## config.mk

```make
export PLATFORM = sky130hd
export DESIGN_NAME = usart_tx
export DESIGN_NICKNAME = d
export VERILOG_FILES = /design/src/rtl/usart_pkg.sv /design/src/rtl/usart_bit_timer.sv /design/src/rtl/usart_tx.sv
export SDC_FILE = /design/constraint.sdc
export NUM_CORES = 1
export LEC_CHECK = 0
export BUFFER_PORTS_ARGS = -buffer_cell sky130_fd_sc_hd__buf_2
export CAP_MARGIN = 20
export CORE_AREA = 2 2 50 52
export CTS_CLUSTER_SIZE = 30
export DETAILED_ROUTE_END_ITERATION = 6
export DIE_AREA = 0 0 52 54
export PLACE_DENSITY = 0.65
export SYNTH_ARGS = -nofsm -noshare
export SYNTH_HDL_FRONTEND = slang
export SYNTH_SLANG_ARGS = --single-unit
export TNS_END_PERCENT = 20
```

## constraint.sdc

```tcl
create_clock -name comm_clock -period 1.65 [get_ports comm_clock]
set_input_delay 0.2475 -clock comm_clock [delete_from_list [all_inputs] [get_ports comm_clock]]
set_output_delay 0.2475 -clock comm_clock [all_outputs]
set_load 0.1 [all_outputs]
```

## src/rtl/usart_pkg.sv

```systemverilog
// Shared definitions for the USART transmit and receive paths:
// frame state encoding, parity modes and the parity helper.
package usart_pkg;

   typedef enum logic [2:0] {
      ST_IDLE,
      ST_START,
      ST_DATA,
      ST_PARITY,
      ST_STOP
   } usart_state_e;

   localparam int PARITY_NONE = 0;
   localparam int PARITY_EVEN = 1;
   localparam int PARITY_ODD  = 2;

   // Wide enough to index up to 8 data bits or 2 stop bits.
   localparam int BIT_CNT_W = 3;

   function automatic logic parity_bit(input logic [7:0] data, input int data_bits, input int mode);
      logic p;
      p = 1'b0;
      for (int i = 0; i < 8; i++) begin
         if (i < data_bits) p = p ^ data[i];
      end
      if (mode == PARITY_EVEN) return p;
      if (mode == PARITY_ODD)  return ~p;
      return 1'b0;
   endfunction

endpackage

```

## src/rtl/usart_bit_timer.sv

```systemverilog
// Serial bit-period timer: down-counts CLOCKS_PER_BIT-1..0 and pulses tick
// on the last cycle of each bit; restart holds it at the top of a bit.
module usart_bit_timer #(
   parameter int CLOCKS_PER_BIT = 16
) (
   input  logic comm_clock,
   input  logic reset,
   input  logic restart,
   output logic tick
);

   localparam int CNT_W = (CLOCKS_PER_BIT > 1) ? $clog2(CLOCKS_PER_BIT) : 1;
   localparam logic [CNT_W-1:0] RELOAD = CNT_W'(CLOCKS_PER_BIT - 1);

   logic [CNT_W-1:0] cnt_q, cnt_d;

   always_comb begin
      cnt_d = cnt_q - 1'b1;
      if (restart || (cnt_q == '0)) cnt_d = RELOAD;
   end

   always_ff @(posedge comm_clock) begin
      if (reset) cnt_q <= RELOAD;
      else       cnt_q <= cnt_d;
   end

   assign tick = (cnt_q == '0);

endmodule

```

## src/rtl/usart_tx.sv

```systemverilog
// USART transmitter: pops bytes from the FIFO read side and serialises
// start / data (LSB first) / optional parity / stop bits on tx.
//
// state     | meaning
// ST_IDLE   | line high, ready for a byte
// ST_START  | start bit (0)
// ST_DATA   | DATA_BITS data bits, LSB first
// ST_PARITY | parity bit (only when PARITY != none)
// ST_STOP   | STOP_BITS stop bits (1); last cycle may accept the next byte
module usart_tx #(
   parameter int CLOCKS_PER_BIT = 16,
   parameter int DATA_BITS      = 8,
   parameter int PARITY         = 0,
   parameter int STOP_BITS      = 1
) (
   input  logic       comm_clock,
   input  logic       reset,
   input  logic       in_valid,
   output logic       in_ready,
   input  logic [7:0] in_data,
   output logic       tx,
   output logic       busy
);

   import usart_pkg::*;

   localparam logic [BIT_CNT_W-1:0] LAST_DATA = BIT_CNT_W'(DATA_BITS - 1);
   localparam logic [BIT_CNT_W-1:0] LAST_STOP = BIT_CNT_W'(STOP_BITS - 1);

   usart_state_e         state_q, state_d;
   logic [7:0]           shift_q, shift_d;
   logic [BIT_CNT_W-1:0] bit_cnt_q, bit_cnt_d;
   logic                 par_q, par_d;
   logic                 tx_q, tx_d;
   logic                 tick;
   logic                 timer_restart;
   logic                 frame_end;
   logic                 xfer;

   assign timer_restart = (state_q == ST_IDLE);

   usart_bit_timer #(
      .CLOCKS_PER_BIT(CLOCKS_PER_BIT)
   ) u_bit_timer (
      .comm_clock(comm_clock),
      .reset     (reset),
      .restart   (timer_restart),
      .tick      (tick)
   );

   // Accepting in the final stop cycle gives gap-free back-to-back frames.
   assign frame_end = (state_q == ST_STOP) && tick && (bit_cnt_q == LAST_STOP);
   assign in_ready  = !reset && ((state_q == ST_IDLE) || frame_end);
   assign xfer      = in_valid && in_ready;

   always_comb begin
      state_d   = state_q;
      shift_d   = shift_q;
      bit_cnt_d = bit_cnt_q;
      par_d     = par_q;
      tx_d      = 1'b1;

      unique case (state_q)
         ST_IDLE: begin
            if (xfer) state_d = ST_START;
         end
         ST_START: begin
            if (tick) begin
               state_d   = ST_DATA;
               bit_cnt_d = '0;
            end
         end
         ST_DATA: begin
            if (tick) begin
               if (bit_cnt_q == LAST_DATA) begin
                  state_d   = (PARITY == PARITY_NONE) ? ST_STOP : ST_PARITY;
                  bit_cnt_d = '0;
               end else begin
                  bit_cnt_d = bit_cnt_q + 1'b1;
                  shift_d   = {1'b0, shift_q[7:1]};
               end
            end
         end
         ST_PARITY: begin
            if (tick) begin
               state_d   = ST_STOP;
               bit_cnt_d = '0;
            end
         end
         ST_STOP: begin
            if (tick) begin
               if (bit_cnt_q == LAST_STOP) state_d = xfer ? ST_START : ST_IDLE;
               else                        bit_cnt_d = bit_cnt_q + 1'b1;
            end
         end
         default: state_d = ST_IDLE;
      endcase

      if (xfer) begin
         shift_d = in_data;
         par_d   = parity_bit(in_data, DATA_BITS, PARITY);
      end

      // tx follows the state being entered so it is a clean register output.
      unique case (state_d)
         ST_START:  tx_d = 1'b0;
         ST_DATA:   tx_d = shift_d[0];
         ST_PARITY: tx_d = par_d;
         default:   tx_d = 1'b1;
      endcase
   end

   always_ff @(posedge comm_clock) begin
      if (reset) begin
         state_q   <= ST_IDLE;
         shift_q   <= '0;
         bit_cnt_q <= '0;
         par_q     <= 1'b0;
         tx_q      <= 1'b1;
      end else begin
         state_q   <= state_d;
         shift_q   <= shift_d;
         bit_cnt_q <= bit_cnt_d;
         par_q     <= par_d;
         tx_q      <= tx_d;
      end
   end

   assign tx   = tx_q;
   assign busy = (state_q != ST_IDLE);

endmodule

```

==> impl_results.md, run 1 <==
- I/O pin count: 14
- Largest family of logic cells by synthesized area: simple AND/OR/NAND/NOR gates
- Number of global-route vias before repair: 801
- Async set-or-reset flop fraction in the synthesized netlist: 0%
- Antenna cells: 0
- Reg2Reg Depth: 8
- Post-synth design cell area: 1015 um^2
- Area overhead of the layout relative to synthesis: 31.57%
- Crit Path Category: flip-flop to primary output
- Deepest level of the CTS H-tree: 1
- Tot Pwr: 1.070 mW
- Final Setup Violations: 3
- Switch Pwr: 0.2561 mW
- FF-to-FF setup slack: -0.06 ns
- Number of sinks handled by clock tree synthesis: 20
- Combined global-route utilization of all metal layers: 17.84%
- Share of the yosys chip area belonging to registers: 39.46%
- Total Die Area: 2808 um^2
- Aggregate negative setup slack: -0.3159 ns
- First drt pass iteration count: 4
- Post-layout worst setup margin: -0.2335 ns
- Die Wd: 52 um
- Number of hold-slack violations in the final timing report: 0
- Post-synthesis share of cell area spent on xor and xnor gates: 1.726%
- Core ar.: 2320 um^2
- Capture point of the critical path: in_ready
- Total grt overflow: 0
- Simple-gate portion of the synthesized area: 24.54%
- CTS buffer count: 3
- Clock Pin Slew Worst Setup and Hold Paths: 0.11 ns
- Hold_buf cts: 0
- Area leader, netlist: dfxtp_1
- Top cells by count, synth: dfxtp_1, nor2_1, nand2_1
- Final HPWL from detailed placement: 1494 um
- Weighted congestion at the end of routability-driven global placement: 0.8662
- Category of the worst setup path launch point: flip-flop
- Source-to-sink clock delay at the later pin of the worst-skew pair: 0.29 ns
- Portion of synthesized cell area occupied by the leading cell type: 39.46%
- Clock skew: 0.0006153 ns
- Biggest cell delay along the critical path: 0.34 ns
- Count of flip-flops with a built-in enable after synthesis: 0
- Crit Path Max Fanout: 2
- Violations in the final reports: negative setup slack
- Portion of netlist area occupied by mux cells: 9.125%
- Crit path DAT: 1.64 ns
- Clock tree root driver cell: clkbuf_4
- Minimum clock period after layout: 1.884 ns
- Leading post-synthesis cells by cell area: dfxtp_1, mux2i_1, ha_1
- Max-cap violations: 0
- Final cell utilization of the core: 57.55%
- Count of yosys warnings during synthesis: 0
- Count of final max-slew check failures: 0
- Vias per std cell: 5.145
- Cell with the largest stage delay on the worst path: dfxtp_2
- Pin count of the biggest net entering global routing: 18
- Number of nets in the finished design: 152
- Critical-path cell list: inv_2, ha_4, nor3b_4, a21boi_2, buf_4, nor2b_4, buf_12
- Total vias in the final route: 849
- Setup repair after global routing missed its margin: yes
- Number of distinct library cells after synthesis: 35
- Fraction of final layout cells sized beyond drive strength 1: 43.70%
- Clock share of power: 37.0%
- Standby leakage power: 0.6128 nW
- Class of the most critical hold timing path: primary input to flip-flop
- Number of standard cells after synthesis: 109
- First-pass GRT wire length: 3663 um
- Transition time of the tightest slew-check pin: 0.4829 ns
- Per-cell routed wire length: 12.82 um
- Power per unit of standard cell area: 801.5 nW/um^2
- Final critical-path share of the clock period: 114.2%
- Portion of total power attributed to sequential cells: 47.9%
- Initial DRC Count: 8
- Filler cell count in the final layout: 201
- Clock tree from TritonCTS: yes
- Terminus of the critical flop-to-flop path: bit_cnt_q[2]$_SDFFE_PP0P_
- Worst relative slew slack: 68.03%
- Proportion of power drawn by combinational gates: 15.1%
- Worst setup EP type: primary output
- Switch share: 23.93%
- Power Internal: 0.8140 mW
- Synth Net Count: 125
- Area occupied by registers: 407.9 um^2
- Peak ir drop on the vdd network: 729.2 uV
- Mean post-synth cell area: 9.309 um^2
- Total Wirelength: 2116 um
- Dominant register cell in the synthesized netlist: dfxtp_1
- Worst-case clock buffer depth: 2
- Port Buffer Count: 13
- # rows: 18
- Combined area of the multi-input logic cells: 621.8 um^2
- Source of the critical timing path: u_bit_timer.cnt_q[1]$_SDFF_PP1_
- Y dimension of the die: 54 um
- Flip-flop and latch count after synthesis: 20
- Initial antenna violation count: 0
- Upper clock frequency limit: 0.5309 GHz
- Most used standard cell by instance count after synthesis: dfxtp_1
- Number of design rule violations left after detail routing: 0
- Beginning of the worst register-to-register path: u_bit_timer.cnt_q[1]$_SDFF_PP1_
- Starting density of the core: 43.74%
- Req. time, crit path: 1.40 ns
- Compound-gate portion of the synthesized area: 14.06%
- Detail Route Antenna Nets: 0
- Status: finished with violations
- Adder-cell share of the synthesized area: 6.165%
==> cells by family after synthesis <==
group / after synthesis
adders and majority gates: 5
muxes: 9
and+or+nand+nor: 45
buffers and inverters: 9
DFF: 20
AOI/OAI and AO/OA: 19
xor gates and xnor gates: 2
==> layer usage <==
metal / wire length (um) / share of wire, % / vias to the layer above / GRT usage [%]
met5: 0 / 0 / - / 0
met4: 13 / 0.61 / 0 / 6.579
li1: - / - / 433 / -
met1: 912 / 43 / 399 / 22.79
met2: 1119 / 53 / 15 / 30.59
met3: 70 / 3.3 / 2 / 2.500
==> worst min-delay path by stage <==
| stage | slack, ns | endpoint | cells past startpoint | from |
|---|---|---|---|---|
| after floorplan | 0.38 | u_bit_timer.cnt_q[0]$_SDFF_PP1_ | 1 | u_bit_timer.cnt_q[0]$_SDFF_PP1_ |
| after global placement | 0.39 | u_bit_timer.cnt_q[0]$_SDFF_PP1_ | 1 | u_bit_timer.cnt_q[0]$_SDFF_PP1_ |
| after detailed placement | 0.39 | u_bit_timer.cnt_q[0]$_SDFF_PP1_ | 1 | u_bit_timer.cnt_q[0]$_SDFF_PP1_ |
| after CTS | 0.17 | shift_q[7]$_SDFFE_PP0P_ | 3 | in_data[7] |
| after global routing | 0.18 | shift_q[7]$_SDFFE_PP0P_ | 3 | in_data[7] |
| final | 0.18 | shift_q[7]$_SDFFE_PP0P_ | 3 | in_data[7] |
==> timing repair <==
action / CTS / global route
pin swaps: 2 / 3
resized for setup: 9 / 9
setup buffers: 5 / 1
setup endpoints to repair: 13 / 15
==> critical path, delay by kind of cell (launching register included) <==
kind | cells | cell delay, ns
DFF | 1 | 0.34
buffers and inverters | 3 | 0.41
AOI/OAI and AO/OA | 1 | 0.10
and+or+nand+nor | 2 | 0.36
adders and majority gates | 1 | 0.13
==> per-stage QoR <==
| stage | cell area [um^2] | hold slack (ns) | worst slack [ns] | std cells |
|---|---|---|---|---|
| 2_1_floorplan | 1037 | 0.3786 | -0.01867 | 109 |
| 3_3_place_gp | 1180 | 0.3871 | 0.01199 | 155 |
| 3_5_place_dp | 1180 | 0.3939 | -0.08495 | 155 |
| 4_1_cts | 1300 | 0.1730 | -0.2492 | 164 |
| 5_1_grt | 1335 | 0.1775 | -0.3113 | 165 |
| 6_report | 1335 | 0.1822 | -0.2335 | 165 |
==> state kept, by name (all words and copies together) (netlist names) <==
| name | count |
|---|---|
| state_q | 3 |
| par_q | 1 |
| shift_q | 8 |
| u_bit_timer.cnt_q | 4 |
| bit_cnt_q | 3 |
| tx | 1 |
==> layout make-up <==
| cell class | instances | area share [%] |
|---|---|---|
| sequential | 20 | 30.55 |
| multi-input combinational | 80 | 46.58 |
| tap | 30 | 2.812 |
| inverter | 4 | 1.125 |
| clock buffer | 3 | 1.687 |
| timing repair buffer | 27 | 15.00 |
| clock inverter | 1 | 2.249 |
==> cells in the final DEF, fill, tap and decap left out, types with 3 or more instances in the layout <==
master	Yosys	layout
dfxtp_1	20	16
buf_4	0	14
nor2_1	14	13
nand2_1	11	11
buf_2	0	11
mux2i_1	7	7
a211oi_1	7	5
ha_1	5	4
inv_2	0	3
nor3_1	3	3
clkbuf_4	0	3
dfxtp_2	0	3
==> power by group through the flow <==
stage	registers, mW	clock network [mW]	logic [mW]
4_1_cts	0.512	0.412	0.157
6_report	0.512	0.396	0.162
3_3_place_gp	0.524	0	0.142
5_1_grt	0.515	0.427	0.175
2_1_floorplan	0.533	0	0.0960
3_5_place_dp	0.524	0	0.145
Note: power is estimated with default switching activity, not from simulation.
==> run 2, diff against run 1 <==
--- a/config.mk
+++ b/config.mk
@@ -8,10 +8,12 @@
 export BUFFER_PORTS_ARGS = -buffer_cell sky130_fd_sc_hd__buf_2
 export CAP_MARGIN = 20
 export CORE_AREA = 2 2 50 52
+export CTS_BUF_LIST = sky130_fd_sc_hd__clkbuf_8
 export CTS_CLUSTER_SIZE = 30
 export DETAILED_ROUTE_END_ITERATION = 6
 export DIE_AREA = 0 0 52 54
 export PLACE_DENSITY = 0.65
+export SKIP_CTS_REPAIR_TIMING = 1
 export SYNTH_ARGS = -nofsm -noshare
 export SYNTH_HDL_FRONTEND = slang
 export SYNTH_SLANG_ARGS = --single-unit
==> run 2 against run 1 <==
The run still ends with negative setup slack left. Clock skew is essentially flat. Critical path depth is the same. Sequential share of layout area grew 0.45 points. Die area is the same. Via count shrank 1.6%.
==> impl_results.md, run 2 (synthesized netlist as in run 1, its figures left out) <==
- Pin count of the biggest net entering global routing: 18 (unchanged)
- Filler cell count in the final layout: 212 (was 201)
- Number of hold-slack violations in the final timing report: 0 (unchanged)
- Worst setup EP type: primary output (unchanged)
- Power per unit of standard cell area: 883.3 nW/um^2 (was 801.5 nW/um^2)
- Source-to-sink clock delay at the later pin of the worst-skew pair: 0.26 ns (was 0.29 ns)
- Port Buffer Count: 13 (unchanged)
- # rows: 18 (unchanged)
- Category of the worst setup path launch point: flip-flop (unchanged)
- Die Wd: 52 um (unchanged)
- Clock tree from TritonCTS: yes (unchanged)
- Combined area of the multi-input logic cells: 609.3 um^2 (was 621.8 um^2)
- I/O pin count: 14 (unchanged)
- Req. time, crit path: 1.40 ns (about the same)
- CTS buffer count: 3 (unchanged)
- Clock Pin Slew Worst Setup and Hold Paths: 0.08 ns (was 0.11 ns)
- Transition time of the tightest slew-check pin: 0.4829 ns (about the same)
- Per-cell routed wire length: 13.29 um (was 12.82 um)
- Clock skew: 0.0008541 ns (was 0.0006153 ns)
- Weighted congestion at the end of routability-driven global placement: 0.8662 (unchanged)
- Number of global-route vias before repair: 824 (was 801)
- Most Crowded Layer GR: met2 (unchanged)
- Worst-case clock buffer depth: 2 (unchanged)
- Crit Path Max Fanout: 4 (was 2)
- Met1 track utilization from global routing: 21.86% (was 22.79%)
- Final-layout worst hold slack: 0.2303 ns (was 0.1822 ns)
- Standby leakage power: 0.6014 nW (was 0.6128 nW)
- Final HPWL from detailed placement: 1494 um (unchanged)
- Count of final max-slew check failures: 0 (unchanged)
- Minimum clock period after layout: 1.886 ns (was 1.884 ns)
- Clock tree root driver cell: clkbuf_8 (was clkbuf_4)
- Peak ir drop on the vdd network: 569.7 uV (was 729.2 uV)
- Flip-flop count of the largest register after layout: 8 (unchanged)
- Max-cap violations: 0 (unchanged)
- Fraction of final layout cells sized beyond drive strength 1: 41.67% (was 43.70%)
- Total Die Area: 2808 um^2 (unchanged)
- Number of nets in the finished design: 149 (was 152)
- Class of the most critical hold timing path: primary input to flip-flop (unchanged)
- Number of sinks handled by clock tree synthesis: 20 (unchanged)
- Leading cell types in the layout, fill and taps excluded: dfxtp_1, nor2_1, nand2_1, buf_2, buf_4 (was dfxtp_1, buf_4, nor2_1)
- Kind of cell adding the most delay to the critical path: buffers and inverters (unchanged)
- Worst relative slew slack: 68.03% (about the same)
- Crit path DAT: 1.64 ns (about the same)
- Area overhead of the layout relative to synthesis: 28.85% (was 31.57%)
- Critical path buffers and inverters: 3 (unchanged)
- Critical-path cell list: inv_2, ha_4, nor3b_4, a21boi_2, buf_4, nor2b_4, buf_12 (unchanged)
- Violations in the final reports: negative setup slack (unchanged)
- Core ar.: 2320 um^2 (unchanged)
- Deepest level of the CTS H-tree: 1 (unchanged)
- First-pass GRT wire length: 3663 um (unchanged)
- Antenna cells: 0 (unchanged)
- Setup repair after global routing missed its margin: yes (unchanged)
- Registers with the highest flip-flop counts: shift_q: 8 flops, u_bit_timer.cnt_q: 4 flops (unchanged)
- Crit Path Category: flip-flop to primary output (unchanged)
- Most common library cell in the layout ignoring fill and taps: dfxtp_1 (unchanged)
- Final critical-path share of the clock period: 114.3% (was 114.2%)
- First drt pass iteration count: 4 (unchanged)
- Y dimension of the die: 54 um (unchanged)
- Upper clock frequency limit: 0.5301 GHz (was 0.5309 GHz)
- Vias per std cell: 5.154 (was 5.145)
- Starting density of the core: 43.74% (unchanged)
- Initial antenna violation count: 0 (unchanged)
- Combined global-route utilization of all metal layers: 18.00% (was 17.84%)
- Status: finished with violations (unchanged)
- Largest register by flop count: shift_q (unchanged)
- Total Wirelength: 2153 um (was 2116 um)
- Total grt overflow: 0 (unchanged)
- Cell with the largest stage delay on the worst path: dfxtp_2 (unchanged)
- Post-layout worst setup margin: -0.2365 ns (was -0.2335 ns)
- Initial DRC Count: 12 (was 8)
- Number of design rule violations left after detail routing: 0 (unchanged)
- Met3 track demand over resource in global routing: 3.056% (was 2.500%)
- Total vias in the final route: 835 (was 849)
- Detail Route Antenna Nets: 0 (unchanged)
- Area occupied by registers: 405.4 um^2 (was 407.9 um^2)
- Global-route track usage on met2: 29.54% (was 30.59%)
- Final Setup Violations: 7 (was 3)
- Biggest cell delay along the critical path: 0.33 ns (was 0.34 ns)
- Final cell utilization of the core: 56.36% (was 57.55%)
-- run 2: changes by cell type in the layout (fill, tap and decap cells not counted), sizes merged --
cell / change
buf: -3
-- run 2: metrics by stage --
stage | instance area (um^2) | power, mW | worst slack [ns] | TNS [ns] | std cells
after global placement | 1180 | 0.6656 | 0.01199 | 0 | 155
after global routing | 1308 | 1.195 | -0.3051 | -1.472 | 162
after floorplan | 1037 | 0.6288 | -0.01867 | -0.03363 | 109
after detailed placement | 1180 | 0.6689 | -0.08495 | -0.4591 | 155
final | 1308 | 1.155 | -0.2365 | -0.3671 | 162
after CTS | 1251 | 1.157 | -0.3430 | -1.651 | 159
-- run 2: cell type report --
cell class                      instances  share of cell area (%)
Clock buffer                            3                   3.158
Sequential cell                        20                   31.00
Timing Repair Buffer                   24                   12.92
Inverter                                4                   1.148
Tap cell                               30                   2.871
Clock inverter                          1                   2.297
Multi-Input combinational cell         80                   46.60
-- run 2: worst register-to-register path: cells and delay by family (launching register included) --
kind                       cells  cell delay, ns
DFF                            1            0.33
AOI/OAI and AO/OA              2            0.20
adders and majority gates      1            0.13
and+or+nand+nor                2            0.65
buffers and inverters          3            0.34
-- run 2: worst paths after layout --
check	slack, ns	cells after the start	to	startpoint
worst max-delay path	-0.24	7	in_ready	u_bit_timer.cnt_q[1]$_SDFF_PP1_
worst min-delay path	0.23	3	shift_q[7]$_SDFFE_PP0P_	in_data[7]
worst max register to register	-0.06	8	bit_cnt_q[2]$_SDFFE_PP0P_	u_bit_timer.cnt_q[1]$_SDFF_PP1_
worst min register to register	0.41	1	u_bit_timer.cnt_q[0]$_SDFF_PP1_	u_bit_timer.cnt_q[0]$_SDFF_PP1_
-- run 2: power by group --
part | switching (mW) | total, mW | internal (mW) | leakage [nW]
Clock | 0.167 | 0.491 | 0.324 | 0.0357
Combinational | 0.0926 | 0.151 | 0.0587 | 0.403
Sequential | 0.0110 | 0.513 | 0.502 | 0.163
Total | 0.271 | 1.15 | 0.884 | 0.601
-- run 2: per-layer routing --
| layer | up-vias | share of wire [%] |
|---|---|---|
| li1 | 426 | - |
| met1 | 380 | 42 |
| met2 | 23 | 53 |
| met3 | 6 | 3.5 |
| met4 | 0 | 1.7 |
| met5 | - | 0 |
